File: src/rtl/instr_fetch_pkg.sv
// Shared definitions for the instruction fetch unit: default widths,
// fetch FSM state encoding and the address used out of reset.
package instr_fetch_pkg;

    localparam int DEF_ADDR_W = 16;
    localparam int DEF_DATA_W = 16;
    localparam int DEF_CNT_W  = 16;

    localparam int RESET_VECTOR = 0;

    typedef enum logic [1:0] {
        IDLE = 2'd0,
        REQ  = 2'd1,
        HOLD = 2'd2
    } fetch_state_t;

endpackage

File: src/rtl/instr_fetch_if.sv
// Bundle of the PC, ROM and core-side signals of the fetch unit.
// The master modport is the fetch unit itself; the slave modport is
// whatever surrounds it (PC, ROM, decode stage).
interface instr_fetch_if
    import instr_fetch_pkg::*;
#(
    parameter int ADDR_W = DEF_ADDR_W,
    parameter int DATA_W = DEF_DATA_W,
    parameter int CNT_W  = DEF_CNT_W
);

    logic [ADDR_W-1:0] pc_addr;
    logic              flush;
    logic              pc_incr;
    logic              rom_req;
    logic [ADDR_W-1:0] rom_addr;
    logic              rom_ack;
    logic [DATA_W-1:0] rom_data;
    logic [DATA_W-1:0] instr_out;
    logic              instr_valid;
    logic              instr_ready;
    logic [CNT_W-1:0]  instr_count;

    modport master (
        input  pc_addr, flush, rom_ack, rom_data, instr_ready,
        output pc_incr, rom_req, rom_addr, instr_out, instr_valid, instr_count
    );

    modport slave (
        output pc_addr, flush, rom_ack, rom_data, instr_ready,
        input  pc_incr, rom_req, rom_addr, instr_out, instr_valid, instr_count
    );

endinterface

File: src/rtl/instr_fetch.sv
// Instruction fetch unit. Samples the PC, reads the ROM with a req/ack
// handshake, offers the word to the core with valid/ready and pulses
// pc_incr when the core takes it. A jump (flush) while the ROM read is
// outstanding lets the read finish but throws its data away.
module instr_fetch
    import instr_fetch_pkg::*;
#(
    parameter int ADDR_W = DEF_ADDR_W,
    parameter int DATA_W = DEF_DATA_W,
    parameter int CNT_W  = DEF_CNT_W
)
(
    input  logic          clk,
    input  logic          reset,
    instr_fetch_if.master bus
);

    fetch_state_t      state_q;
    fetch_state_t      state_d;
    logic [ADDR_W-1:0] addr_q;
    logic [DATA_W-1:0] ir_q;
    logic [CNT_W-1:0]  count_q;
    logic              discard_q;
    logic              rom_req_q;
    logic              valid_q;
    logic              pc_incr;

    // State register.
    always_ff @(posedge clk or posedge reset) begin
        if (reset) begin
            state_q <= IDLE;
        end else begin
            state_q <= state_d;
        end
    end

    // Next state: one sampling cycle, wait for the ROM, then wait for the core.
    always_comb begin
        state_d = state_q;
        case (state_q)
            IDLE: state_d = REQ;
            REQ: begin
                if (bus.rom_ack) begin
                    state_d = (discard_q || bus.flush) ? IDLE : HOLD;
                end
            end
            HOLD: begin
                if (bus.instr_ready || bus.flush) begin
                    state_d = IDLE;
                end
            end
            default: state_d = IDLE;
        endcase
    end

    // Registered outputs follow the state being entered, so rom_req and
    // instr_valid line up exactly with REQ and HOLD.
    always_ff @(posedge clk or posedge reset) begin
        if (reset) begin
            rom_req_q <= 1'b0;
            valid_q   <= 1'b0;
        end else begin
            rom_req_q <= (state_d == REQ);
            valid_q   <= (state_d == HOLD);
        end
    end

    // Fetch address, captured only in IDLE so it stays put for the whole read.
    always_ff @(posedge clk or posedge reset) begin
        if (reset) begin
            addr_q <= ADDR_W'(RESET_VECTOR);
        end else if (state_q == IDLE) begin
            addr_q <= bus.pc_addr;
        end
    end

    // Remember a jump seen while the ROM read was outstanding.
    always_ff @(posedge clk or posedge reset) begin
        if (reset) begin
            discard_q <= 1'b0;
        end else if (state_q == REQ) begin
            if (bus.rom_ack) begin
                discard_q <= 1'b0;
            end else if (bus.flush) begin
                discard_q <= 1'b1;
            end
        end
    end

    // Instruction register: load only ROM data that is still wanted.
    always_ff @(posedge clk or posedge reset) begin
        if (reset) begin
            ir_q <= '0;
        end else if (state_q == REQ && bus.rom_ack && !discard_q && !bus.flush) begin
            ir_q <= bus.rom_data;
        end
    end

    // Retired-instruction counter; a taken jump still retires the word on offer.
    always_ff @(posedge clk or posedge reset) begin
        if (reset) begin
            count_q <= '0;
        end else if (state_q == HOLD && bus.instr_ready) begin
            count_q <= count_q + CNT_W'(1);
        end
    end

    // Combinational PC advance, suppressed when the PC is loading a jump.
    always_comb begin
        pc_incr = (state_q == HOLD) && bus.instr_ready && !bus.flush;
    end

    assign bus.pc_incr     = pc_incr;
    assign bus.rom_req     = rom_req_q;
    assign bus.rom_addr    = addr_q;
    assign bus.instr_out   = ir_q;
    assign bus.instr_valid = valid_q;
    assign bus.instr_count = count_q;

endmodule
File: src/flat_wrapper.sv
// flat-port wrapper written by rule: the top's interface ports become plain ports
module instr_fetch_flat import instr_fetch_pkg::*;
#(
    parameter int ADDR_W = DEF_ADDR_W,
    parameter int DATA_W = DEF_DATA_W,
    parameter int CNT_W  = DEF_CNT_W
)
  (clk, reset, bus_pc_addr, bus_flush, bus_rom_ack, bus_rom_data, bus_instr_ready, bus_pc_incr, bus_rom_req, bus_rom_addr, bus_instr_out, bus_instr_valid, bus_instr_count);
  instr_fetch_if #(.ADDR_W(ADDR_W), .DATA_W(DATA_W), .CNT_W(CNT_W)) bus_i ();
  input  logic clk;
  input  logic reset;
  input wire logic [$bits(bus_i.pc_addr)-1:0] bus_pc_addr;
  input wire logic [$bits(bus_i.flush)-1:0] bus_flush;
  input wire logic [$bits(bus_i.rom_ack)-1:0] bus_rom_ack;
  input wire logic [$bits(bus_i.rom_data)-1:0] bus_rom_data;
  input wire logic [$bits(bus_i.instr_ready)-1:0] bus_instr_ready;
  output wire logic [$bits(bus_i.pc_incr)-1:0] bus_pc_incr;
  output wire logic [$bits(bus_i.rom_req)-1:0] bus_rom_req;
  output wire logic [$bits(bus_i.rom_addr)-1:0] bus_rom_addr;
  output wire logic [$bits(bus_i.instr_out)-1:0] bus_instr_out;
  output wire logic [$bits(bus_i.instr_valid)-1:0] bus_instr_valid;
  output wire logic [$bits(bus_i.instr_count)-1:0] bus_instr_count;
  assign bus_i.pc_addr = bus_pc_addr;
  assign bus_i.flush = bus_flush;
  assign bus_i.rom_ack = bus_rom_ack;
  assign bus_i.rom_data = bus_rom_data;
  assign bus_i.instr_ready = bus_instr_ready;
  assign bus_pc_incr = bus_i.pc_incr;
  assign bus_rom_req = bus_i.rom_req;
  assign bus_rom_addr = bus_i.rom_addr;
  assign bus_instr_out = bus_i.instr_out;
  assign bus_instr_valid = bus_i.instr_valid;
  assign bus_instr_count = bus_i.instr_count;
  instr_fetch #(.ADDR_W(ADDR_W), .DATA_W(DATA_W), .CNT_W(CNT_W)) u_core (.clk(clk), .reset(reset), .bus(bus_i));
endmodule
File: config.mk
export PLATFORM = sky130hd
export DESIGN_NAME = instr_fetch_flat
export DESIGN_NICKNAME = d
export VERILOG_FILES = /design/src/rtl/instr_fetch_pkg.sv /design/src/rtl/instr_fetch_if.sv /design/src/rtl/instr_fetch.sv /design/src/flat_wrapper.sv
export SDC_FILE = /design/constraint.sdc
export NUM_CORES = 1
export LEC_CHECK = 0
export BUFFER_PORTS_ARGS = -buffer_cell sky130_fd_sc_hd__buf_2
export CAP_MARGIN = 40
export CORE_ASPECT_RATIO = 1.5
export CORE_MARGIN = 2
export CORE_UTILIZATION = 42
export DETAILED_ROUTE_END_ITERATION = 6
export HOLD_SLACK_MARGIN = 0.06
export MAX_ROUTING_LAYER = met4
export PLACE_DENSITY = 0.78
export SETUP_SLACK_MARGIN = 0.4
export SLEW_MARGIN = 20
export SYNTH_ARGS = -nofsm -noshare
export SYNTH_HDL_FRONTEND = slang
export SYNTH_SLANG_ARGS = --single-unit
File: constraint.sdc
create_clock -name clk -period 1.4 [get_ports clk]
set_input_delay 0.07 -clock clk [delete_from_list [all_inputs] [get_ports clk]]
set_output_delay 0.07 -clock clk [all_outputs]
set_load 0.05 [all_outputs]
==> run summary <==
• complete, but fails checks — result of the run
• negative setup slack — failing checks
• sky130_fd_sc_hd__dfrtp_1 — Main synth FF type
• 4 — cell depth of the worst flop-to-flop path
• 183 — nets in the synthesized netlist
• 301 — dpl cells
• 0 — final hold violation count
• 0 — Antenna Diode Count
• 0.00137 V — highest ir drop seen on vdd
• 87 — number of buffers inserted by port buffering
• 1610 ps — endpoint arrival time on the critical path
• 465 ps — transition time of the tightest slew-check pin
• 4.84 — DR vias/cell
• sky130_fd_sc_hd__dfrtp_1 (63%), sky130_fd_sc_hd__mux2_2 (18%), sky130_fd_sc_hd__xnor2_1 (5.4%), sky130_fd_sc_hd__nand3_1 (1.7%), sky130_fd_sc_hd__nor2_1 (1.3%) — top area cells in the synthesized netlist
• -30 ps — R2R Setup Slk
• 2090 sq um — total standard cell area after synthesis
• reg -> reg — WS Path Type
• 1897 — vias in the first global route
• 1.00 — proportion of synthesized flip-flops having asynchronous set or reset
• 4 — detailed-routing iteration count for the pre-antenna-repair pass
• 1810 nW/um^2 — power density of the placed cells
• 0 — final slew viol count
• 90.4 microns — Vert. Die Dim
• 14.4 sq um — synthesized area per cell
• 15 — final setup fails
• 0.632 — fraction of final layout cells sized beyond drive strength 1
• 7.66 ps — Post-Route Skew
• 16.8 microns — WL/cell
• done — TritonCTS clock tree
• 53 — number of register bits inferred by synthesis
• u_core.bus.instr_out[3] — destination of the critical timing path
• 5570 sq um — full die area
• 0.226 — aggregate global-route resource usage
• sky130_fd_sc_hd__clkbuf_8 — Root Buffer
• -30.2 ps — least setup slack across all paths after layout
• 9.06 mm — global-route wire length before repair
• 0 — total of warnings raised by yosys
• 2 — CTS Buffer Depth
• 0.635 — sequential area share after synthesis
• 88 — number of placed I/O pins
• 0 — number of antenna violations at the first check in global routing
• 1.90 nW — Leak Pwr
• u_core.state_q[1] — FF-to-FF Start
• 31 — Iteration-0 DRC Markers
• u_core.bus.instr_out[3] — endpoint of the worst register-to-register path
• flop — Critical Path Source Type
• 341 — total number of nets in the final design
• 0 — EDFF count, synth
• 1430 ps — fin crit period
• 0 — total gr overflow
• 90 ps — clock-pin slew on the worst setup and hold paths
• 35 — pin count of the biggest net entering global routing
• flop — Setup crit end kind
• 6.20 mm — Total Wirelength
• 699 MHz — highest clock frequency the design can meet
• 9 — Crit Path Max Fanout
• 0.768 — global placement routability congestion
• 2 — maximum level of the CTS H-tree
• 5 — number of buffers inserted during clock tree synthesis
• 84.0% — Synth-to-Final Area Change
• 53 — total number of clock tree sinks
• 4810 sq um — area of the placeable core
• u_core.state_q[1] — Worst Setup SP
• 0.635 — area share of the largest cell type after synthesis
• 1580 ps — required time reported for the critical path endpoint
• 370 — Final Non-Filler Cells
• 61.6 microns — die boundary width
• 3.20 mm — HPWL after DPL
• 0 — post-route ant nets
• 0.799 — Post-Route Utilization
• 1.02 — share of the clock period used by the worst path after layout
• 0 — drc violations
• sky130_fd_sc_hd__dfrtp_1 — largest area contributor in the netlist
• yes — unrepaired setup endpoints after global routing
• 1789 — Vias
• 145 — post-synthesis instance total
• 0.689 — worst slew margin relative to its limit
• 0 — reported max-cap violation count
• in -> reg — kind of path behind the tightest hold check
• 300 ps — Clk Latency, worst-skew pair
• 24 — Unique masters post-synth
• 0.434 — starting density of the core
• 31 — Std-Cell Rows
-- flip-flops by register name, summed over array words and instances (netlist names) --
register	count
u_core.bus.rom_addr	16
u_core.bus.instr_out	16
u_core.bus.instr_valid	1
u_core.discard_q	1
u_core.bus.instr_count	16
u_core.bus.rom_req	1
u_core.state_q	2
-- worst max-delay path: stages (launching register included) --
cell                      delay (ps)
sky130_fd_sc_hd__dfrtp_1         410
sky130_fd_sc_hd__and2b_2         290
sky130_fd_sc_hd__nand3_4         120
sky130_fd_sc_hd__buf_12          170
sky130_fd_sc_hd__mux2_4          310
-- cell usage after synthesis (2+ instances only) --
cell type                  n
sky130_fd_sc_hd__nand3_1   7
sky130_fd_sc_hd__nand4_1   2
sky130_fd_sc_hd__buf_2     2
sky130_fd_sc_hd__a21oi_1   4
sky130_fd_sc_hd__inv_1     4
sky130_fd_sc_hd__nand2_1   5
sky130_fd_sc_hd__mux2_2   33
sky130_fd_sc_hd__nor2_1    7
sky130_fd_sc_hd__dfrtp_1  53
sky130_fd_sc_hd__o41ai_1   2
sky130_fd_sc_hd__xnor2_1  13
-- cells by family after synthesis --
kind of cell | after synthesis | share of synthesized area
AND/OR/NAND/NOR | 29 | 0.0761
adder cells (fa/ha/maj) | 1 | 0.00599
AO/OA/AOI/OAI | 6 | 0.0180
flip-flops | 53 | 0.635
XOR/XNOR | 15 | 0.0665
multiplexers | 33 | 0.178
buffers and inverters | 8 | 0.0210
-- metal layers --
metal	wire (microns)	GRT usage	vias to the layer above	part of all wire
li1	-	-	816	-
met1	2170	0.231	881	0.35
met2	3620	0.396	81	0.58
met3	280	0.0616	11	0.045
met4	141	0.0762	0	0.023
met5	0	-	-	0
-- stage by stage --
| step | instance area [sq um] | hold WS (ps) | setup slack [ps] | total power (W) | setup TNS [ps] |
|---|---|---|---|---|---|
| detailed placement | 2770 | 108 | -65.1 | 0.00521 | -1000 |
| global route | 3840 | 75.1 | -52.0 | 0.00719 | -585 |
| floorplan | 2220 | 131 | -122 | 0.00452 | -495 |
| global placement | 2770 | 107 | -11.7 | 0.00516 | -24.4 |
| finish | 3840 | 83.8 | -30.2 | 0.00696 | -170 |
| CTS | 3550 | 61.9 | -3.04 | 0.00647 | -3.58 |
-- cell usage in the layout (no fill, tap or decap), drive strengths merged --
master,instances
buf,118
clkinvlp,1
and2b,1
and3,1
inv,3
nor2,7
xnor2,13
nand2,5
o41ai,2
mux2,33
nand4,2
and4b,1
dfrtp,53
a21oi,4
nand3b,1
dlygate4sd3,35
clkbuf,10
xor2,2
nor3,1
nand3,8
and4,2
ha,1
-- what timing repair did --
item | in CTS | in global routing
gates cloned | 0 | 2
gates resized for setup | 74 | 67
endpoints found under the hold margin | 56 | 0
pin swaps | 7 | 3
hold buffers | 35 | 0
setup buffers | 11 | 13
endpoints found under the setup margin | 77 | 94
-- worst min-delay path by stage --
stage          startpoint                         end  slack [ps]  depth (start not counted)
3_5_place_dp        reset     u_core.bus.rom_addr[11]         110                          2
5_1_grt         bus_flush           u_core.state_q[1]          80                          2
2_1_floorplan       reset  u_core.bus.instr_count[12]         130                          1
4_1_cts         bus_flush      u_core.bus.instr_valid          60                          2
6_report        bus_flush           u_core.state_q[1]          80                          2
3_3_place_gp        reset     u_core.bus.rom_addr[11]         110                          2
-- power breakdown --
part	total (W)	internal, W	switching (W)
Combinational	0.00379	0.00158	0.00221
Sequential	0.00235	0.00199	0.000360
Clock	0.000819	0.000357	0.000463
Total	0.00696	0.00392	0.00304
-- area by class of cell --
cell class / count / area, sq um
multi-input combinational: 84 / 983
inverter: 4 / 18.8
tap: 66 / 82.6
clock buffer: 8 / 80.1
fill: 289 / 966
timing repair buffer: 155 / 1340
sequential: 53 / 1340
Power figures use the tool's default switching activity.
